`config.mk`:
```
export PLATFORM = sky130hd
export DESIGN_NAME = bus_arbiter5
export DESIGN_NICKNAME = d
export VERILOG_FILES = /design/src/rtl/bus_arbiter5.sv
export SDC_FILE = /design/constraint.sdc
export NUM_CORES = 1
export LEC_CHECK = 0
export ABC_AREA = 1
export CAP_MARGIN = 20
export CORE_MARGIN = 3
export CORE_UTILIZATION = 40
export CTS_BUF_LIST = sky130_fd_sc_hd__clkbuf_8 sky130_fd_sc_hd__clkbuf_16
export DETAILED_ROUTE_END_ITERATION = 10
export PLACE_DENSITY = 0.59
export RECOVER_POWER = 25
export SYNTH_ARGS = -nofsm -noshare
export SYNTH_HDL_FRONTEND = slang
export SYNTH_SLANG_ARGS = --single-unit
```
`constraint.sdc`:
```
create_clock -name clk -period 2.7 [get_ports clk]
set_clock_uncertainty 0.2 [all_clocks]
set_input_delay 0.675 -clock clk [delete_from_list [all_inputs] [get_ports clk]]
set_output_delay 0.675 -clock clk [all_outputs]
set_load 0.1 [all_outputs]
```
`src/rtl/bus_arbiter5.sv`:
```
// Round-robin arbiter for the five sources of the shared 8-bit bus.
// Drives a registered one-hot grant and 5:1 mux select with a bounded hold time.
module bus_arbiter5 #(
  parameter int unsigned MAX_HOLD = 4,
  parameter logic [2:0]  IDLE_SEL = 3'd7
) (
  input  logic       clk,
  input  logic       rst,
  input  logic [4:0] req,
  output logic [4:0] gnt,
  output logic [2:0] sel,
  output logic       busy,
  output logic       gnt_change
);

  typedef enum logic {ST_IDLE, ST_GRANT} state_t;

  localparam logic [3:0] HOLD = 4'(MAX_HOLD);

  state_t     state_q, state_d;
  logic [2:0] ptr_q, ptr_d;
  logic [3:0] cnt_q, cnt_d;
  logic [4:0] gnt_q, gnt_d;
  logic [2:0] sel_q, sel_d;
  logic       busy_q, busy_d;
  logic       chg_q, chg_d;

  logic [4:0] others;
  logic [4:0] cand;
  logic [2:0] new_idx;
  logic       take_new;
  logic       hold;

  // First set bit of c scanning p+1, p+2, ... modulo 5; the reverse loop
  // lets the earliest position in scan order win.
  function automatic logic [2:0] pick(input logic [4:0] c, input logic [2:0] p);
    logic [2:0] r;
    logic [3:0] idx;
    r = p;
    for (int k = 5; k >= 1; k--) begin
      idx = 4'(p) + 4'(k);
      if (idx >= 4'd5) idx = idx - 4'd5;
      if (c[idx[2:0]]) r = idx[2:0];
    end
    return r;
  endfunction

  // In GRANT the pointer always holds the current owner's index.
  assign others  = req & ~gnt_q;
  assign new_idx = pick(cand, ptr_q);

  always_comb begin
    cand     = req;
    take_new = 1'b0;
    hold     = 1'b0;
    case (state_q)
      ST_IDLE: begin
        if (|req) take_new = 1'b1;
      end
      ST_GRANT: begin
        if (!req[ptr_q]) begin
          cand = others;
          if (|others) take_new = 1'b1;
        end else if (cnt_q == HOLD && |others) begin
          cand     = others;
          take_new = 1'b1;
        end else begin
          hold = 1'b1;
        end
      end
      default: ;
    endcase
  end

  always_comb begin
    state_d = ST_IDLE;
    ptr_d   = ptr_q;
    cnt_d   = 4'd0;
    sel_d   = IDLE_SEL;
    busy_d  = 1'b0;
    chg_d   = 1'b0;
    if (take_new) begin
      state_d = ST_GRANT;
      ptr_d   = new_idx;
      cnt_d   = 4'd1;
      sel_d   = new_idx;
      busy_d  = 1'b1;
      chg_d   = 1'b1;
    end else if (hold) begin
      state_d = ST_GRANT;
      cnt_d   = (cnt_q == HOLD) ? cnt_q : cnt_q + 4'd1;
      sel_d   = ptr_q;
      busy_d  = 1'b1;
    end
  end

  for (genvar gi = 0; gi < 5; gi++) begin : g_onehot
    assign gnt_d[gi] = busy_d && (sel_d == 3'(gi));
  end

  always_ff @(posedge clk) begin
    if (rst) begin
      state_q <= ST_IDLE;
      ptr_q   <= 3'd4;
      cnt_q   <= 4'd0;
      gnt_q   <= 5'd0;
      sel_q   <= IDLE_SEL;
      busy_q  <= 1'b0;
      chg_q   <= 1'b0;
    end else begin
      state_q <= state_d;
      ptr_q   <= ptr_d;
      cnt_q   <= cnt_d;
      gnt_q   <= gnt_d;
      sel_q   <= sel_d;
      busy_q  <= busy_d;
      chg_q   <= chg_d;
    end
  end

  always_ff @(posedge clk) begin
    if (!rst) begin
      assert ($onehot0(gnt_q));
      assert (!busy_q || (sel_q <= 3'd4 && gnt_q == (5'd1 << sel_q)));
      assert (busy_q || sel_q == IDLE_SEL);
      assert (sel_q <= 3'd4 || sel_q == IDLE_SEL);
    end
  end

  assign gnt        = gnt_q;
  assign sel        = sel_q;
  assign busy       = busy_q;
  assign gnt_change = chg_q;

endmodule

```
==> impl_results.md <==
- Final Critical Period: 2.84 ns
- Worst Setup Start Kind: flop
- Critical path type: flop to flop
- Slew @ Worst Pin: 1.19 ns
- CTS H-tree lvls: 1
- Clock transition at path regs: around 0.07 ns
- Drt first pass iters: 4
- Dpl hpwl: approximately 4 mm
- FP Rows: 23
- TritonCTS Buffers: 3
- Final ANT Viol Nets: 0
- Residual DRC: 0
- Status: finished with violations
- Die H: 71.5 um
- Congestion Overflow GR: 0
- Seq/Total Area, Yosys: between 10% and 20%
- Post-Syn Nets: 302
- PortBufs: 16
- Yosys cell types: 34
- Post-route clock period utilization: 105%
- Clock sinks: 17
- Hold-fix buffers, CTS: 0
- Unrepaired setup endpoints after global routing: true
- First-pass GRT wire length: between 8 and 9 mm
- Vias per cell: 4.92
- Final Slew Violations: 0
- Hold slack final: around 0.32 ns
- Antenna diode count: 0
- Syn avg cell area: between 6 and 7 um^2
- Slew HR: 20.8%
- CTS tree: built
- Max Freq: between 300 and 400 MHz
- Clk buf depth: 2
- Synth warnings: 0
- WL per Instance: 13.2 um
- Final setup violation count: 11
- Critical Path RT: 2.68 ns
- Largest net degree at the start of global routing: 17
- Final nets: 382
- Die X: between 70 and 80 um
- Final WS setup: -0.143 ns
- Routed vias: approximately 2.0k
- CP max FO: 4
- Setup crit end kind: flop
- Worst endpoint data arrival time: 2.82 ns
- Cell Area, Placed: between 2000 and 2500 um^2
- Max-cap viol count: 0
- Vias in the first global route: between 1.5k and 2k
- Min-delay worst type: flop to flop
- FF+latch count, synth: 17
- Clk_lat worst skew: between 0.2 and 0.3 ns
- Finished Cell Area: about 2700 um^2
- Post-synthesis cell count: between 200 and 300
- Die ar.: 5110 um^2
- All-Layer GR Usage: between 20% and 30%
- Post-Syn Area: between 1500 and 2000 um^2
- Initial antenna violation count: 0
- Root buffer cell: clkbuf_8
- IO Count: 17
- Setup TNS: -0.979 ns
- Final number of hold-violating endpoints: 0
- Failing checks: setup timing
- Routed WL: around 5.4 mm
- Starting Density: between 40% and 50%
- First DRT Iteration DRCs: between 90 and 100
- Gpl congestion: about 0.94
- Core Footprint: 4060 um^2
- Share of cells above drive strength 1: 43.6%
- Area growth syn-to-layout: 58.4%
-- layout make-up --
class	count	area [um^2]
Timing Repair Buffer	76	586
Multi-Input combinational cell	217	1480
Clock inverter	1	5.00
Fill cell	348	1340
Tap cell	50	62.6
Clock buffer	3	41.3
Inverter	46	183
Sequential cell	17	358
-- cell usage after synthesis (all sizes together) --
master | count | area [um^2]
a22o | 1 | 8.76
buf | 1 | 11.3
nand2 | 90 | 373
o22ai | 2 | 12.5
inv | 46 | 175
nand3 | 28 | 145
fa | 1 | 20.0
nor4 | 2 | 12.5
o211ai | 3 | 27.5
a211oi | 1 | 7.51
dfxtp | 17 | 340
ha | 13 | 163
nand3b | 2 | 15.0
a21oi | 16 | 91.3
xor2 | 6 | 67.6
o21ai | 12 | 63.8
xnor2 | 1 | 8.76
or2 | 1 | 6.26
nor2 | 33 | 126
o21a | 1 | 7.51
o31ai | 1 | 7.51
a21boi | 1 | 11.3
nand4 | 2 | 12.5
-- placed cells by master, fill, tap and decap left out, types with 3 or more instances in the layout --
cell type,synthesis,routed
ha_1,13,6
nand3_1,27,24
o21ai_0,7,4
nand2_2,8,21
dfxtp_1,17,9
nor2_4,0,3
buf_4,0,62
inv_2,5,8
xor2_2,2,3
dlygate4sd2_1,0,3
nand2_1,80,63
nand3_2,1,4
clkbuf_1,0,4
clkbuf_8,0,3
a21oi_2,3,7
dfxtp_2,0,5
nand2_4,2,6
nor2_1,32,28
a21oi_1,13,7
inv_1,40,35
dfxtp_4,0,3
o21ai_2,1,6
ha_4,0,5
buf_6,1,3
-- per-layer routing --
| metal | wire (um) | GRT usage [%] | up-vias |
|---|---|---|---|
| met3 | 262 | 3.37 | 10 |
| met4 | 88 | 5.01 | 0 |
| met2 | 2610 | 34.1 | 47 |
| li1 | - | - | 1053 |
| met1 | 2450 | 30.0 | 906 |
| met5 | 0 | 0 | - |
-- worst paths after layout --
check	from	to	slack, ns	cells after the start
setup / recovery	ptr_q[0]$_SDFFE_PP0N_	gnt[4]$_SDFF_PP0_	-0.14	18
hold / removal	cnt_q[1]$_SDFFE_PP0P_	cnt_q[1]$_SDFFE_PP0P_	0.32	2
setup reg to reg	ptr_q[0]$_SDFFE_PP0N_	gnt[4]$_SDFF_PP0_	-0.14	18
hold reg to reg	cnt_q[1]$_SDFFE_PP0P_	cnt_q[1]$_SDFFE_PP0P_	0.32	2
-- timing repair --
item                                    4_1_cts  5_1_grt
buffers inserted                              6        5
gates resized for setup                      43       36
hold endpoints to repair                      0        0
pin swaps                                    21       17
endpoints found under the setup margin       11       11
-- metrics by stage --
stage	instances	setup WS [ns]	util, %
after floorplan	281	-0.00484	-
after global placement	395	-0.618	56.8
after detailed placement	395	-0.643	56.8
after CTS	405	-0.0500	62.7
after global routing	410	-0.323	66.9
final	410	-0.143	66.9
-- flip-flops by register name, indices dropped and copies added, names as in the netlist --
name and cells:
gnt_change 1, ptr_q 3, sel 3, cnt_q 4
busy 1, gnt 5
-- cell families (layout without fill, tap and decap cells) --
| family | count (synthesis) | count (layout) | synth area share [%] |
|---|---|---|---|
| AND/OR/NAND/NOR | 158 | 158 | 40.3 |
| XOR/XNOR | 7 | 7 | 4.45 |
| flip-flops | 17 | 17 | 19.9 |
| buffers and inverters | 47 | 126 | 10.9 |
| AO/OA/AOI/OAI | 38 | 38 | 13.9 |
| adder cells (fa/ha/maj) | 14 | 14 | 10.7 |
-- worst max-delay path, cell delays in order, from the launching register on --
cell     delay (ns)
dfxtp_4        0.36
inv_6          0.08
ha_4           0.12
inv_2          0.04
fa_2           0.39
nor2_4         0.14
nor2_4         0.07
xor2_4         0.24
inv_2          0.09
buf_6          0.12
a21oi_4        0.18
nor2_2         0.05
nor2_1         0.08
nand2_1        0.05
nand2_1        0.07
nand2_2        0.08
a21oi_2        0.17
nand3_1        0.10
nor2_2         0.13
Power is not shown: default switching activity piles up to over one toggle a cycle in this logic, so the estimate is an artifact.
